==> config.mk <==
export PLATFORM = sky130hd
export DESIGN_NAME = array_host_sequencer
export DESIGN_NICKNAME = d
export VERILOG_FILES = /design/src/rtl/array_host_sequencer.sv
export SDC_FILE = /design/constraint.sdc
export NUM_CORES = 1
export LEC_CHECK = 0
export BUFFER_PORTS_ARGS = -buffer_cell sky130_fd_sc_hd__clkbuf_2
export CAP_MARGIN = 15
export CORE_ASPECT_RATIO = 0.9
export CORE_MARGIN = 5
export CORE_UTILIZATION = 46
export CTS_CLUSTER_SIZE = 25
export DETAILED_ROUTE_END_ITERATION = 7
export PLACE_DENSITY = 0.71
export SYNTH_ARGS = -nofsm -noshare
export SYNTH_HDL_FRONTEND = slang
export SYNTH_SLANG_ARGS = --single-unit
==> constraint.sdc <==
create_clock -name clk -period 7.2 [get_ports clk]
set_input_delay 0.72 -clock clk [delete_from_list [all_inputs] [get_ports clk]]
set_output_delay 0.72 -clock clk [all_outputs]
set_load 0.1 [all_outputs]
==> src/rtl/array_host_sequencer.sv <==
// Host-side sequencer for the array top: issues one instruction per command,
// holds start for a fixed execution window, then walks a PE x register range
// and streams every readback word out on a valid/ready interface.
module array_host_sequencer #(
  parameter int SIZE            = 4,
  parameter int MAX_WORD_LENGTH = 32,
  parameter int EXEC_CYCLES     = 2000,
  parameter int READ_LAT        = 2
) (
  input  logic            clk,
  input  logic            reset,
  // command side
  input  logic            cmd_valid,
  output logic            cmd_ready,
  input  logic [31:0]     cmd_instr,
  input  logic [5:0]      cmd_length,
  input  logic [SIZE-1:0] cmd_pe_first,
  input  logic [SIZE:0]   cmd_pe_count,
  input  logic [9:0]      cmd_reg_base,
  input  logic [10:0]     cmd_reg_count,
  // array side
  output logic [31:0]     instruction,
  output logic            start,
  output logic [5:0]      LENGTH,
  output logic [SIZE-1:0] PE_Addr,
  output logic [9:0]      RegAddr,
  input  logic [15:0]     data,
  // result stream
  output logic            rd_valid,
  input  logic            rd_ready,
  output logic [15:0]     rd_data,
  output logic [SIZE-1:0] rd_pe,
  output logic [9:0]      rd_reg,
  output logic            rd_last,
  output logic            busy
);

  localparam logic [5:0]    MAX_LEN = 6'(MAX_WORD_LENGTH);
  localparam logic [15:0]   EXEC_LD = 16'(EXEC_CYCLES);
  localparam logic [15:0]   LAT_LD  = 16'(READ_LAT);
  localparam logic [SIZE:0] PE_ONE  = {{SIZE{1'b0}}, 1'b1};

  typedef enum logic [1:0] {IDLE, EXEC, SETTLE, PRESENT} state_t;

  state_t          state, state_nxt;
  logic [15:0]     cnt;
  logic [SIZE-1:0] pe_first_q;
  logic [SIZE:0]   pe_cnt_q, p_idx;
  logic [9:0]      reg_base_q;
  logic [10:0]     reg_cnt_q, r_idx;

  logic accept, cnt_done, empty, reg_end, last_word;

  assign accept    = (state == IDLE) && cmd_valid;
  assign cnt_done  = (cnt == 16'd1);
  assign empty     = (pe_cnt_q == '0) || (reg_cnt_q == '0);
  assign reg_end   = (r_idx == reg_cnt_q - 11'd1);
  assign last_word = reg_end && (p_idx == pe_cnt_q - PE_ONE);
  assign cmd_ready = (state == IDLE);
  assign busy      = (state != IDLE);

  // State register
  always_ff @(posedge clk) begin
    if (reset) state <= IDLE;
    else       state <= state_nxt;
  end

  // Next-state logic
  always_comb begin
    state_nxt = state;
    case (state)
      IDLE:    if (accept)   state_nxt = EXEC;
      EXEC:    if (cnt_done) state_nxt = empty ? IDLE : SETTLE;
      SETTLE:  if (cnt_done) state_nxt = PRESENT;
      PRESENT: if (rd_ready) state_nxt = rd_last ? IDLE : SETTLE;
      default:               state_nxt = IDLE;
    endcase
  end

  // Datapath: command latch, window counter, address walk and result capture
  always_ff @(posedge clk) begin
    if (reset) begin
      cnt         <= '0;
      pe_first_q  <= '0;
      pe_cnt_q    <= '0;
      reg_base_q  <= '0;
      reg_cnt_q   <= '0;
      p_idx       <= '0;
      r_idx       <= '0;
      instruction <= '0;
      start       <= 1'b0;
      LENGTH      <= '0;
      PE_Addr     <= '0;
      RegAddr     <= '0;
      rd_valid    <= 1'b0;
      rd_data     <= '0;
      rd_pe       <= '0;
      rd_reg      <= '0;
      rd_last     <= 1'b0;
    end else begin
      case (state)
        IDLE: begin
          if (accept) begin
            pe_first_q  <= cmd_pe_first;
            pe_cnt_q    <= cmd_pe_count;
            reg_base_q  <= cmd_reg_base;
            reg_cnt_q   <= cmd_reg_count;
            instruction <= cmd_instr;
            LENGTH      <= (cmd_length > MAX_LEN) ? MAX_LEN : cmd_length;
            start       <= 1'b1;
            cnt         <= EXEC_LD;
          end
        end
        EXEC: begin
          if (cnt_done) begin
            start <= 1'b0;
            if (!empty) begin
              PE_Addr <= pe_first_q;
              RegAddr <= reg_base_q;
              p_idx   <= '0;
              r_idx   <= '0;
              cnt     <= LAT_LD;
            end
          end else begin
            cnt <= cnt - 16'd1;
          end
        end
        SETTLE: begin
          if (cnt_done) begin
            rd_data  <= data;
            rd_pe    <= PE_Addr;
            rd_reg   <= RegAddr;
            rd_last  <= last_word;
            rd_valid <= 1'b1;
          end else begin
            cnt <= cnt - 16'd1;
          end
        end
        PRESENT: begin
          // Dropping valid on the handshake edge guarantees no word is re-sent.
          if (rd_ready) begin
            rd_valid <= 1'b0;
            rd_last  <= 1'b0;
            if (!rd_last) begin
              cnt <= LAT_LD;
              if (reg_end) begin
                r_idx   <= '0;
                p_idx   <= p_idx + PE_ONE;
                RegAddr <= reg_base_q;
                PE_Addr <= PE_Addr + PE_ONE[SIZE-1:0];
              end else begin
                r_idx   <= r_idx + 11'd1;
                RegAddr <= RegAddr + 10'd1;
              end
            end
          end
        end
        default: ;
      endcase
    end
  end

endmodule
Yosys cells after proc, flatten, opt, wreduce, memory -nomap -nowiden --
Cells that the tools add are included.
Word-level totals: bits in registers 149, input bits 88, output and inout bits 87, word-level logic and storage cells 106
Cells by class: $add $sub $neg 7, order comparisons 1, equality and inequality tests 15, multiplexer cells 47, reduce and logical (&&, ||, !) cells 18
Operators by type and width (number):
- two-way mux 16 bit | 6
- one-hot mux 16 bit (4 select lines) | 1
- two-way mux 11 bit | 5
- two-way mux 10 bit | 5
- two-way mux 5 bit | 5
- one-hot mux 11 bit (2 select lines) | 1
- two-way mux 4 bit | 5
- one-hot mux 10 bit (2 select lines) | 1
- equality test 16 x 1 -> 1 bit (second input constant) | 1
- subtractor 16 x 1 -> 16 bit (second input constant) | 1
- inequality test 2 bit (second input constant) | 7
- two-way mux 2 bit | 6
- adder 11 x 1 -> 11 bit (second input constant) | 1
- equality test 11 bit | 1
- zero test 11 bit | 1
- subtractor 11 x 1 -> 11 bit (second input constant) | 1
- adder 10 x 1 -> 10 bit (second input constant) | 1
- one-hot mux 5 bit (2 select lines) | 1
- AND reduction 5 bit | 2
- one-hot mux 2 bit (4 select lines) | 1
- one-hot mux 4 bit (2 select lines) | 1
- nonzero test 2 bit | 4
- > comparator 6 bit (second input constant) | 1
- two-way mux 6 bit | 1
- 18 further kinds | 28

Depth between registers and ports, before layout --
word-level depth 6, depth in mapped cells 11, gate-level depth less buffers 9

Worst setup path after synthesis --
Ideal clock, no wire load.
path kind register -> output, start point reg state[0], end point out busy, arrival time 2.975 ns, required time 6.480 ns, path slack 3.505 ns, stages on the path, launching flop included 4, buffers on the path 1, cell sequence dfxtp_1 -> clkbuf_1 -> nor2_1 -> inv_1
Between the ends: longest elaborated chain between the ends 1
Ends and longest elaborated chain:
- start, declared | line 45 | state_t state, state_nxt;
- start signal, assigned | line 65 | else state <= state_nxt;
- nonzero test 2 bit | line 60 | assign busy = (state != IDLE);
- end, declared | line 35 | output logic busy
No other way between the ends.

Worst setup path in the final report --
start point reg reg_cnt_q[0], end point reg r_idx[10]
Between the ends: longest elaborated chain between the ends 6, elaborated cells on any way between the ends 10, those cells by class add/sub (1); eq/ne (2); mux (4); reduce/logical (3)
Ends and longest elaborated chain:
- start, declared | line 50 | logic [10:0] reg_cnt_q, r_idx;
- start signal, assigned | line 107 | reg_cnt_q <= cmd_reg_count;
- subtractor 11 x 1 -> 11 bit | line 57 | assign reg_end = (r_idx == reg_cnt_q - 11'd1);
- equality test 11 bit | line 57
- two-way mux 11 bit | line 146 | if (reg_end) begin
- two-way mux 11 bit | line 144 | if (!rd_last) begin
- two-way mux 11 bit | line 141 | if (rd_ready) begin
- one-hot mux 11 bit (2 select lines) | line 101 | case (state)
- end signal, assigned | line 152 | r_idx <= r_idx + 11'd1;
- end, declared | line 50
Parallel ways exist; a longest one is shown, timed or not. The select of a mux whose other input is x is not followed. A chain may end at the register's enable or synchronous reset.

==> impl_metrics.ini <==
[clocking]
tritoncts_num_sinks = 149
cts_tree = done
cts_setup_buffers = 0
cts_inserted_buffers = 17
htree_num_levels = 4
post_cts_hold_buffer_count = 0
clkTransAtPathRegs_ns = 0.06
later_pin_clock_latency_in_the_skew_report_ns = 0.42
cts.path.max_buffers = 2
cts_resized = 0
clock_tree.root_cell = sky130_fd_sc_hd__clkbuf_16

[place]
placement.cell_area_mm2 = 0.00768
place_inst = 1176
port_buffers = 174
finalWeightedCongestion = 0.843
place_hpwl_um = 12700

[hold_path]
min_delay_path_depth = 2
holdCritStartpoint = LENGTH[0]
holdPathEnd = LENGTH[0]
min-delay-path-class = reg -> reg

[global_route]
grt_antenna_before_repair = 0
wire_length_of_the_first_global_routing_pass_um = 29400
grt_overflow_total = 0
grt_pass1_vias = 5815
grt_start_max_net_pins = 76
grt_util_all_layers_pct = 21.1

[pwr]
p_per_area_mw_per_mm2 = 258
post-layout-total-power_w = 0.00214
cellLeakagePower_nw = 3.37
max-vdd-ir-drop_uv = 207

[synth]
synth_top_cells_by_area = sky130_fd_sc_hd__dfxtp_1, sky130_fd_sc_hd__nand2_1, sky130_fd_sc_hd__a21oi_1, sky130_fd_sc_hd__xnor2_1, sky130_fd_sc_hd__xor2_1
synth.ff_latch_count = 149
netlist.area_leader.share_pct = 44.3
synth.distinct_cells = 63
synth_sequential_area_ratio_pct = 44.3
synth_enable_flop_cells = 0
yosysTopAreaCell = sky130_fd_sc_hd__dfxtp_1
synthesized_instance_count = 854
ys.flop_type = sky130_fd_sc_hd__dfxtp_1
synth-async-reset-ratio_pct = 0
syn_area_mm2 = 0.00674
postSynthNetCount = 951
post_synth.cell_area_avg_um2 = 7.89
synth-warning-count = 0

[floorplan]
placementRows = 42
dieWidth_um = 138
io-pin-count = 175
fp.coreArea_mm2 = 0.0146
dieArea_mm2 = 0.0172
initial_core_util_pct = 46.3
chipHeight_um = 125

[route]
dr_pass1_iterations = 5
route.detailed.wl_per_inst_um = 14.9
num_vias = 6371
drt_drc_violations_left = 0
detail_route.wirelength_um = 18000
drtAntennaViolNets = 0
drt-vias-per-instance = 5.27
detailedRoute.firstIterationViolations = 355

[timing]
relSlewSlack_pct = 44.5
fmaxAchievable_mhz = 284
tightest_slew_ns = 0.832
report.final.hold_viol_count = 0
slew_viol_final = 0
min_period_over_period_pct = 48.9
grt_setup_unrepaired = false
setup_violations = 0
finClkSkew_ns = 0.0124
fin_crit_ns = 3.52
setup_total_negative_slack_ns = 0

[finish]
layout.cell_area.non_filler_mm2 = 0.00830
syn_to_final_growth_pct = 23.3
post_route_cells_drive_above_1_share_pct = 23.3
top_regs = instruction x32, cnt x16, rd_data x16
multiInputGateArea_mm2 = 0.00347
fin_cells = 1208
fillers = 1396
largest-register = instruction
finish.net_count = 1094
largest_reg_flops = 32
seq_area_mm2 = 0.00298
antenna_cells_inserted = 0

[job]
drv_cap = 0

[critical_path]
timing.critical_path.to_type = flip-flop
r2r.worst_path.cells = 9
critical_path_peak_fanout = 20
rrSetupSlack_ns = 3.68
path_cells = inv_1, ha_1, nor3b_1, and3_1, xnor2_1, nor4b_1, a21oi_2, o21ai_1, nor2_1
cpMaxStageDelayCell = sky130_fd_sc_hd__o21ai_1
crit_arrival_ns = 3.80
worst_path_largest_cell_delay_ns = 0.67
rr_endpoint = r_idx[10]
critical_path_class = reg -> reg
reg2reg_from = reg_cnt_q[0]
crit_required_ns = 7.48
crit_path_start_kind = flip-flop

[run_status]
run_status = completed
-- logic make-up (layout without fill, tap and decap cells) --
family          Yosys count  in the layout  share of synthesized area, %
fa+ha+maj                 9              9                          1.67
compound gates          193            193                          16.8
simple gates            385            385                          26.7
flops                   149            149                          44.3
buf+inv                  70            226                          4.33
mux                       2              2                         0.316
xor+xnor                 46             46                          5.98
-- worst max path at each step --
| stage | start | endpoint | slack [ns] | cells after the start |
|---|---|---|---|---|
| 5_1_grt | reg_cnt_q[0] | r_idx[9] | 3.23 | 9 |
| 6_report | reg_cnt_q[0] | r_idx[10] | 3.68 | 9 |
| 4_1_cts | reg_cnt_q[0] | r_idx[3] | 3.71 | 9 |
| 2_1_floorplan | state[0] | busy | 3.51 | 3 |
| 3_5_place_dp | reg_cnt_q[0] | r_idx[3] | 3.76 | 9 |
| 3_3_place_gp | reg_cnt_q[0] | r_idx[5] | 3.88 | 9 |
-- synthesized netlist by cell type (4+ instances only) --
master,n
sky130_fd_sc_hd__ha_1,9
sky130_fd_sc_hd__inv_1,13
sky130_fd_sc_hd__and3_1,7
sky130_fd_sc_hd__nand3_1,17
sky130_fd_sc_hd__nor4_1,8
sky130_fd_sc_hd__clkbuf_1,46
sky130_fd_sc_hd__nor4b_1,4
sky130_fd_sc_hd__o21ai_0,16
sky130_fd_sc_hd__nor2_1,39
sky130_fd_sc_hd__dfxtp_1,149
sky130_fd_sc_hd__nand4_1,10
sky130_fd_sc_hd__nand2b_1,5
sky130_fd_sc_hd__nor2b_1,6
sky130_fd_sc_hd__o21ai_1,8
sky130_fd_sc_hd__nor3_1,16
sky130_fd_sc_hd__xnor2_1,23
sky130_fd_sc_hd__xor2_1,23
sky130_fd_sc_hd__and2_1,4
sky130_fd_sc_hd__buf_2,5
sky130_fd_sc_hd__o31ai_1,5
sky130_fd_sc_hd__nor3b_1,5
sky130_fd_sc_hd__nand3b_1,10
sky130_fd_sc_hd__nand2_1,226
sky130_fd_sc_hd__a21oi_1,127
sky130_fd_sc_hd__a211oi_1,10
sky130_fd_sc_hd__or3_1,8
-- power by group --
part,internal [W],switching (W)
sequential,0.000857,0.0000319
clock,0.000582,0.000349
combinational,0.0000949,0.000227
total,0.00153,0.000609
-- per-layer routing --
metal  GRT usage, %  part of all wire (%)
met1           28.0                    44
met2           30.9                    46
met3           8.52                   8.4
met4           7.34                   1.8
met5              0                     0
-- worst max-delay path: cells and delay by family (launching register included) --
kind / cells / cell delay (ns)
AND/OR/NAND/NOR: 4 / 1.54
AO/OA/AOI/OAI: 2 / 1.01
XOR/XNOR: 1 / 0.11
flip-flops: 1 / 0.37
buffers and inverters: 1 / 0.10
adder cells (fa/ha/maj): 1 / 0.25
-- cell usage in the layout, fill, tap and decap left out, drive strengths merged, types with 3 or more instances in the layout --
| cell type | synthesis | routed |
|---|---|---|
| nor3b | 5 | 5 |
| or3 | 8 | 8 |
| bufinv | 0 | 4 |
| nand4 | 10 | 10 |
| a21oi | 128 | 128 |
| ha | 9 | 9 |
| nand2 | 227 | 227 |
| nand2b | 5 | 5 |
| nor4 | 9 | 9 |
| nor3 | 16 | 16 |
| nor2 | 40 | 40 |
| a211oi | 10 | 10 |
| nand4b | 3 | 3 |
| and2 | 5 | 5 |
| o21ai | 25 | 25 |
| clkinv | 0 | 7 |
| xnor2 | 23 | 23 |
| o31ai | 5 | 5 |
| and3 | 7 | 7 |
| xor2 | 23 | 23 |
| nor4b | 5 | 5 |
| clkbuf | 46 | 190 |
| buf | 11 | 8 |
| a31oi | 3 | 3 |
| o211ai | 3 | 3 |
| dfxtp | 149 | 149 |
| or4 | 5 | 5 |
| nand3 | 17 | 17 |
| nor2b | 6 | 6 |
| inv | 13 | 16 |
| nand3b | 10 | 10 |
-- layout make-up --
type                       count  share of cell area, %
timing repair buffer         181                   11.2
clock inverter                15                   2.41
multi-input combinational    635                   41.8
inverter                      13                  0.588
sequential                   149                   35.9
clock buffer                  17                   5.12
tap                          198                   2.98
-- stage by stage --
step / hold WS [ns] / util, % / setup slack (ns)
after global routing: 0.463 / 57.0 / 3.23
after CTS: 0.451 / 57.0 / 3.71
final: 0.448 / 57.0 / 3.68
after floorplan: 0.432 / - / 3.51
after global placement: 0.438 / 52.7 / 3.88
after detailed placement: 0.442 / 52.7 / 3.76
(Power assumes the default switching activity.)
